### src/rtl/seg_decode_monitor.sv
// Read-back checker for a three-digit BCD 7-segment display: decodes the glyphs,
// tracks the hold/increment sequence and counts errors. Define SEG_ACTIVE_LOW_EN for common-anode buses.
module seg_decode_monitor #(
    parameter int LOCK_COUNT = 2,
    parameter int ERR_CNT_W  = 8
) (
    input  logic                 i_clk,
    input  logic                 i_reset_n,
    input  logic [6:0]           i_seg0,
    input  logic [6:0]           i_seg1,
    input  logic [6:0]           i_seg2,
    input  logic                 i_sample_en,
    output logic [11:0]          o_bcd,
    output logic [9:0]           o_value,
    output logic                 o_valid,
    output logic                 o_locked,
    output logic                 o_glyph_err,
    output logic                 o_seq_err,
    output logic [ERR_CNT_W-1:0] o_err_count
);

    typedef enum logic [0:0] {
        ST_HUNT   = 1'b0,
        ST_LOCKED = 1'b1
    } state_t;

    localparam logic [3:0] LOCK_CNT_L = 4'(LOCK_COUNT);

    // Returns {legal, digit}; an unknown pattern yields legal=0.
    function automatic logic [4:0] decode_glyph(input logic [6:0] g);
        case (g)
            7'b1111110: return {1'b1, 4'd0};
            7'b0110000: return {1'b1, 4'd1};
            7'b1101101: return {1'b1, 4'd2};
            7'b1111001: return {1'b1, 4'd3};
            7'b0110011: return {1'b1, 4'd4};
            7'b1011011: return {1'b1, 4'd5};
            7'b1011111: return {1'b1, 4'd6};
            7'b1110000: return {1'b1, 4'd7};
            7'b1111111: return {1'b1, 4'd8};
            7'b1111011: return {1'b1, 4'd9};
            default:    return 5'd0;
        endcase
    endfunction

    function automatic logic [9:0] bcd_to_bin(input logic [11:0] b);
        return 10'(b[11:8]) * 10'd100 + 10'(b[7:4]) * 10'd10 + 10'(b[3:0]);
    endfunction

    function automatic logic [9:0] inc_mod1000(input logic [9:0] v);
        return (v == 10'd999) ? 10'd0 : v + 10'd1;
    endfunction

    function automatic logic [ERR_CNT_W-1:0] sat_inc(input logic [ERR_CNT_W-1:0] c);
        return (&c) ? c : c + {{(ERR_CNT_W-1){1'b0}}, 1'b1};
    endfunction

    logic [6:0] w_seg0;
    logic [6:0] w_seg1;
    logic [6:0] w_seg2;

`ifdef SEG_ACTIVE_LOW_EN
    assign w_seg0 = ~i_seg0;
    assign w_seg1 = ~i_seg1;
    assign w_seg2 = ~i_seg2;
`else
    assign w_seg0 = i_seg0;
    assign w_seg1 = i_seg1;
    assign w_seg2 = i_seg2;
`endif

    // Input decode (combinational, feeds the single register stage)
    logic [4:0]  w_dec0;
    logic [4:0]  w_dec1;
    logic [4:0]  w_dec2;
    logic        w_legal;
    logic [11:0] w_bcd_new;
    logic [9:0]  w_value_new;
    logic        w_consistent;

    state_t                 r_state;
    logic [9:0]             r_prev;
    logic                   r_prev_valid;
    logic [3:0]             r_match_cnt;
    logic [11:0]            r_bcd;
    logic [9:0]             r_value;
    logic                   r_valid;
    logic                   r_glyph_err;
    logic                   r_seq_err;
    logic [ERR_CNT_W-1:0]   r_err_count;

    assign w_dec0       = decode_glyph(w_seg0);
    assign w_dec1       = decode_glyph(w_seg1);
    assign w_dec2       = decode_glyph(w_seg2);
    assign w_legal      = w_dec0[4] & w_dec1[4] & w_dec2[4];
    assign w_bcd_new    = {w_dec2[3:0], w_dec1[3:0], w_dec0[3:0]};
    assign w_value_new  = bcd_to_bin(w_bcd_new);
    assign w_consistent = (w_value_new == r_prev) || (w_value_new == inc_mod1000(r_prev));

    state_t               w_state_nxt;
    logic [9:0]           w_prev_nxt;
    logic                 w_prev_valid_nxt;
    logic [3:0]           w_match_cnt_nxt;
    logic [11:0]          w_bcd_nxt;
    logic [9:0]           w_value_nxt;
    logic                 w_valid_nxt;
    logic                 w_glyph_err_nxt;
    logic                 w_seq_err_nxt;
    logic [ERR_CNT_W-1:0] w_err_count_nxt;

    always_comb begin
        w_state_nxt      = r_state;
        w_prev_nxt       = r_prev;
        w_prev_valid_nxt = r_prev_valid;
        w_match_cnt_nxt  = r_match_cnt;
        w_bcd_nxt        = r_bcd;
        w_value_nxt      = r_value;
        w_valid_nxt      = r_valid;
        w_glyph_err_nxt  = 1'b0;
        w_seq_err_nxt    = 1'b0;
        w_err_count_nxt  = r_err_count;

        if (i_sample_en) begin
            if (!w_legal) begin
                // Glyph errors pre-empt any sequence check on the same sample.
                w_glyph_err_nxt  = 1'b1;
                w_err_count_nxt  = sat_inc(r_err_count);
                w_state_nxt      = ST_HUNT;
                w_match_cnt_nxt  = 4'd0;
                w_prev_valid_nxt = 1'b0;
            end else begin
                w_bcd_nxt   = w_bcd_new;
                w_value_nxt = w_value_new;
                w_valid_nxt = 1'b1;
                w_prev_nxt  = w_value_new;
                case (r_state)
                    ST_HUNT: begin
                        if (!r_prev_valid) begin
                            w_prev_valid_nxt = 1'b1;
                            w_match_cnt_nxt  = 4'd0;
                        end else if (w_consistent) begin
                            w_match_cnt_nxt = r_match_cnt + 4'd1;
                            if (w_match_cnt_nxt >= LOCK_CNT_L) begin
                                w_state_nxt = ST_LOCKED;
                            end
                        end else begin
                            w_match_cnt_nxt = 4'd0;
                        end
                    end
                    ST_LOCKED: begin
                        if (!w_consistent) begin
                            w_seq_err_nxt   = 1'b1;
                            w_err_count_nxt = sat_inc(r_err_count);
                            w_state_nxt     = ST_HUNT;
                            w_match_cnt_nxt = 4'd0;
                        end
                    end
                    default: w_state_nxt = ST_HUNT;
                endcase
            end
        end
    end

    // Output/state register stage (1 clk after the sampling edge)
    always_ff @(posedge i_clk) begin
        if (!i_reset_n) begin
            r_state <= ST_HUNT;
        end else begin
            r_state <= w_state_nxt;
        end
    end

    always_ff @(posedge i_clk) begin
        if (!i_reset_n) begin
            r_prev_valid <= 1'b0;
            r_match_cnt  <= 4'd0;
            r_bcd        <= 12'd0;
            r_value      <= 10'd0;
            r_valid      <= 1'b0;
            r_glyph_err  <= 1'b0;
            r_seq_err    <= 1'b0;
            r_err_count  <= '0;
        end else begin
            r_prev_valid <= w_prev_valid_nxt;
            r_match_cnt  <= w_match_cnt_nxt;
            r_bcd        <= w_bcd_nxt;
            r_value      <= w_value_nxt;
            r_valid      <= w_valid_nxt;
            r_glyph_err  <= w_glyph_err_nxt;
            r_seq_err    <= w_seq_err_nxt;
            r_err_count  <= w_err_count_nxt;
        end
    end

    // Previous value is only meaningful while r_prev_valid is set.
    always_ff @(posedge i_clk) begin
        r_prev <= w_prev_nxt;
    end

    assign o_bcd       = r_bcd;
    assign o_value     = r_value;
    assign o_valid     = r_valid;
    assign o_locked    = (r_state == ST_LOCKED);
    assign o_glyph_err = r_glyph_err;
    assign o_seq_err   = r_seq_err;
    assign o_err_count = r_err_count;

endmodule

### config.mk
export PLATFORM = sky130hd
export DESIGN_NAME = seg_decode_monitor
export DESIGN_NICKNAME = d
export VERILOG_FILES = /design/src/rtl/seg_decode_monitor.sv
export SDC_FILE = /design/constraint.sdc
export NUM_CORES = 1
export LEC_CHECK = 0
export CORE_MARGIN = 4
export CORE_UTILIZATION = 59
export CTS_CLUSTER_DIAMETER = 150
export DETAILED_ROUTE_END_ITERATION = 8
export PLACE_DENSITY = 0.9
export SETUP_SLACK_MARGIN = 0.02
export SYNTH_ARGS = -nofsm -noshare
export SYNTH_HDL_FRONTEND = slang
export SYNTH_SLANG_ARGS = --single-unit
### constraint.sdc
create_clock -name i_clk -period 8.9 [get_ports i_clk]
set_clock_uncertainty 0.05 [all_clocks]
set_input_delay 1.78 -clock i_clk [delete_from_list [all_inputs] [get_ports i_clk]]
set_output_delay 1.78 -clock i_clk [all_outputs]
set_load 0.01 [all_outputs]
# Yosys cells after proc, flatten, opt, wreduce, memory -nomap -nowiden
# Cells that the tools add are included.
[totals]
inputBits = 24
regBits = 49
[op_classes]
n_mul = 2
n_eq_ne = 37
n_lt_le_gt_ge = 1
bitwise = 3
n_mux = 23
addsub = 5
n_reduce_logical = 8
[op_table]
columns = ["operator", "n"]
rows = [
  ["$eq A7 B7 Y1 const B", 24],
  ["$pmux W5 S10", 3],
  ["$eq A7 B6 Y1 const B", 6],
  ["$mux W8", 4],
  ["$eq A10 B10 Y1", 2],
  ["$mux W4", 4],
  ["$add A10 B1 Y10 const B", 1],
  ["$add A10 B4 Y10", 1],
  ["$add A10 B8 Y10", 1],
  ["$eq A10 B10 Y1 const B", 1],
  ["$mux W10", 1],
  ["$mux W1", 9],
  ["$add A8 B1 Y8 const B", 1],
  ["$mul A4 B5 Y8 const B", 1],
  ["$pmux W4 S2", 1],
  ["$reduce_and A2 Y1", 4],
  ["$reduce_and A8 Y1", 1],
  ["$mul A4 B3 Y7 const B", 1],
  ["$add A4 B1 Y4 const B", 1],
  ["$ge A4 B2 Y1 const B", 1],
  ["$ne A2 B2 Y1 const B", 2],
  ["$reduce_and A4 Y1", 1],
  ["$ne A3 B3 Y1 const B", 1],
  ["$reduce_and A3 Y1", 1],
  ["5 further kinds", 6],
]

# Logic depth before layout (Yosys ltp)
[logic_depth]
ltp_word = 11
depth_mapped = 23
ltp_nobuf = 21

# Least setup slack after synthesis
# No wires, ideal clock.
[synth_path]
path_type = "input to register"
startpoint = "in i_seg1[3]"
endpoint = "reg r_err_count[6], in the netlist o_err_count[6]"
setup_slack_ns = 2.425
setup_time_ns = 0.101
arrival_time_ns = 6.324
path_stages = 22
path_cell_list = "buf_6 > or4_1 > mux2i_1 > a2bb2oi_1 > inv_1 > ha_1 > ha_1 > fa_1 > xor2_1 > ha_1 > ha_1 > clkbuf_1 > nor2b_1 > a221oi_1 > o311ai_2 > xnor2_1 > a2111oi_2 > o211ai_1 > o31ai_4 > buf_6 > o311ai_0 > o41ai_1"
[synth_between]
elab_chain_cells = 9
word_cells_on_any_way = 23
cone_classes = "add/sub (2); mul (1); eq/ne (14); mux (2); bitwise (2); reduce/logical (2)"
[synth_lines]
columns = ["item", "line_no", "source"]
rows = [
  ["start: declaration", "10", "input logic [6:0] i_seg1,"],
  ["$eq A7 B7 Y1 or $eq A7 B6 Y1 (tied branches)", "31", "case (g)"],
  ["$pmux W5 S10 (*)", "31", ""],
  ["named net w_dec1[1]", "74", "logic [4:0] w_dec1;"],
  ["$mul A4 B3 Y7 (*)", "47", "return 10'(b[11:8]) * 10'd100 + 10'(b[7:4]) * 10'd10 + 10'(b[3:0]);"],
  ["$add A10 B8 Y10 (*)", "47", ""],
  ["$add A10 B4 Y10 (*)", "47", ""],
  ["named net w_value_new[7]", "78", "logic [9:0] w_value_new;"],
  ["$eq A10 B10 Y1", "98", "assign w_consistent = (w_value_new == r_prev) || (w_value_new == inc_mod1000(r_prev));"],
  ["$logic_or A1 B1 Y1 (*)", "98", ""],
  ["$ne A2 B2 Y1 (no line) (*)", "n/a", ""],
  ["$reduce_and A3 Y1 (no line) (*)", "n/a", ""],
  ["end signal: assignment", "191", "r_err_count <= w_err_count_nxt;"],
  ["end: declaration", "90", "logic [ERR_CNT_W-1:0] r_err_count;"],
]
# Mark *: on every way through the listed nets, which the timed path passes. The rest lies on a longest branch.
# A chain may end at the register's enable or synchronous reset.

# Worst setup path after layout
[layout_path]
startpoint = "in i_seg1[3]"
endpoint = "reg r_err_count[4], in the netlist o_err_count[4]"
# The elaborated chain is that of the path after synthesis.

==> out/qor.yml <==
floorplan:
  num_rows: 29
  core_area_um2: 6350
  pin_count: 58
  die-area_um2: 7860
  start_util: 0.605
  die_h_um: 88.7
  die_w_um: 88.7
layout:
  final-instance-count-excl-fill: 566
  fillers: 483
  area_delta_synth_final_pct: 17.1
  multi_input_area_um2: 2600
  post_route_cells_drive_above_1_share: 0.0429
  finalNetCount: 544
  antennaDiodeCount: 0
  final_util: 0.708
  register_area_um2: 1060
clock_tree:
  clkTransAtPathRegs_ps: 90
  cts_buffers: 5
  cts_resized: 0
  cts-hold-fix-buffers: 0
  cts.sinks: 48
  cts_tree: "yes"
  post-cts-setup-buffers: 0
  root_buffer: "clkbuf_8"
  htree_levels: 2
  worstSkewPairLatency_ps: 310
  cts_max_path_buffers: 2
detailed_routing:
  route.detailed.drc: 0
  wl_per_cell_um: 16.5
  drtPass1Iterations: 5
  first_iter_violations: 220
  viasPerCell: 6.28
  ant_nets: 0
  vias: 3554
  wirelength_um: 9350
sta:
  finalSetupViolations: 0
  whs_ps: 416
  final.period_utilization: 0.810
  grt_setup_unrepaired: "false"
  drv_slew: 0
  relSlewSlack: 0.342
  max_freq_mhz: 139
  fin_setup_tns_ps: 0
  worst_slew_pin_slew_ps: 984
  hold_violations: 0
  period_needed_ps: 7210
global_routing:
  grt.total_usage: 0.249
  grt_start_max_net_pins: 42
  grt_pass1_wl_um: 15700
  antenna_found_initial: 0
  grt_pass1_vias: 3319
  grt_overflow: 0
run:
  cap_violations: 0
setup_path:
  cp_common_cell: "ha_1"
  path_buf_inv: 2
  critical_path_class: "in2reg"
  crit_required_ps: 9050
  cp_cell_sequence: "clkdlybuf4s50_1 -> or4_1 -> mux2i_1 -> a2bb2oi_1 -> inv_1 -> ha_1 -> ha_1 -> fa_1 -> xor2_1 -> ha_1 -> ha_1 -> nor2b_1 -> a221oi_1 -> o311ai_2 -> xnor2_1 -> a2111oi_2 -> o211ai_1 -> o31ai_4 -> o311ai_0 -> o41ai_1"
  crit_family: "compound AO/OA/AOI/OAI gates"
  crit_fanout: 15
  start_kind: "input pin"
  critPathArrivalTime_ps: 7360
  max_stage_delay_ps: 560
  endpoint_kind: "flop"
  critPathSlowestCell: "or4_1"
synthesis:
  syn_nets: 502
  synth_flop_cell: "dfxtp_1"
  synth.top_cell.area_share: 0.198
  yosysWarnings: 0
  synth.avg_cell_area_um2: 8.61
  synth_cells: 446
  synth_area_um2: 3840
  synth_seq_cells: 48
  synth-edff-count: 10
  synth_top_area_cell: "dfxtp_1"
  ys_seq_area_frac: 0.276
  synthTopCellsByArea: "dfxtp_1 20%, ha_1 8.8%, edfxtp_1 7.8%, nand2_1 4.4%, nor2b_1 3.1%"
  ys_types: 73
  synthArstFlopShare: 0
pwr:
  power_density_nw_per_um2: 94.9
  ir_worst_vdd_mv: 0.0752
  p_leak_nw: 1.91
place:
  portBuffers: 57
  dp.cells: 558
  place_congestion: 0.930
  dp_hpwl_um: 6960
min_path:
  hold_class: "reg2reg"
run_status:
  status: "finished clean"
-- per-stage QoR --
| step | total power [W] | worst slack [ps] | area (um2) |
|---|---|---|---|
| 2_1_floorplan | 0.000265 | 2430 | 3840 |
| 3_3_place_gp | 0.000287 | 1680 | 4400 |
| 3_5_place_dp | 0.000290 | 1420 | 4400 |
| 4_1_cts | 0.000430 | 1700 | 4500 |
| 5_1_grt | 0.000445 | 1180 | 4500 |
| 6_report | 0.000427 | 1690 | 4500 |
-- layout by cell type (no fill, tap or decap), drive strengths merged, types with 4 or more instances in the layout --
| cell type | instances |
|---|---|
| and2 | 10 |
| mux2i | 10 |
| nor2b | 19 |
| edfxtp | 10 |
| nand4 | 5 |
| xor2 | 12 |
| a21o | 8 |
| and3 | 11 |
| nand2b | 14 |
| nor3 | 11 |
| dfxtp | 38 |
| a21oi | 17 |
| o41ai | 4 |
| o31ai | 7 |
| o311ai | 6 |
| nor3b | 5 |
| nor2 | 19 |
| nand3 | 17 |
| ha | 27 |
| o21ai | 17 |
| xnor2 | 12 |
| fa | 5 |
| nor4 | 4 |
| clkbuf | 7 |
| clkdlybuf4s50 | 57 |
| or4 | 4 |
| inv | 17 |
| a21boi | 11 |
| nand2 | 45 |
-- synth_stat cells, drive strengths merged, types with 9 or more instances --
library cell   n
nand2b        14
mux2i         10
xnor2         12
nand3         17
and3          11
o21ai         17
buf            9
nor3          11
clkbuf        14
and2          10
inv           17
nor2b         19
nand2         45
nor2          19
a21boi        11
ha            27
xor2          12
edfxtp        10
a21oi         17
dfxtp         38
-- per-layer routing --
metal  track usage  wire [um]
met5             0          0
met3        0.0391        487
met1         0.345       4170
met4        0.0618        142
met2         0.406       4550
-- power by group --
part / switching [W] / total, W / internal [W]
logic: 0.0000334 / 0.0000621 / 0.0000287
clock network: 0.0000766 / 0.000140 / 0.0000639
registers: 0.00000137 / 0.000224 / 0.000223
total: 0.000111 / 0.000427 / 0.000315
-- logic make-up after synthesis --
kind of cell    share of synthesized area
flops                               0.276
xor+xnor                           0.0668
simple gates                        0.256
buf+inv                            0.0456
compound gates                      0.212
fa+ha+maj                           0.114
mux                                0.0290
-- tightest hold or removal path, delay by kind of cell (launching register included) --
kind	cells	cell delay, ps
flip-flops	1	320
AO/OA/AOI/OAI	1	60
AND/OR/NAND/NOR	1	40
-- flip-flops by register name, summed over array words and instances (netlist names) --
register,count
o_err_count,8
o_valid,1
r_prev,10
o_glyph_err,1
o_value,9
r_prev_valid,1
o_locked,1
r_match_cnt,4
o_bcd,12
o_seq_err,1
-- path summary, 6_finish.rpt --
check | start | end | slack [ps] | depth (start not counted)
worst max-delay path | i_seg1[3] | o_err_count[4]$_SDFFE_PN0P_ | 1690 | 20
worst min-delay path | o_value[2]$_SDFFE_PN0P_ | o_value[2]$_SDFFE_PN0P_ | 420 | 2
worst max register to register | r_prev[3]$_DFFE_PP_ | o_err_count[4]$_SDFFE_PN0P_ | 5820 | 9
worst min register to register | o_value[2]$_SDFFE_PN0P_ | o_value[2]$_SDFFE_PN0P_ | 420 | 2
-- final cells by class --
class                   count  area share
clock inverters             1     0.00195
clock buffers               7      0.0192
repair buffers             58       0.129
flip-flops and latches     48       0.236
well taps                  77      0.0214
inverters                  17      0.0142
multi-input cells         358       0.579
No activity file was read; power rests on OpenSTA's default activity.
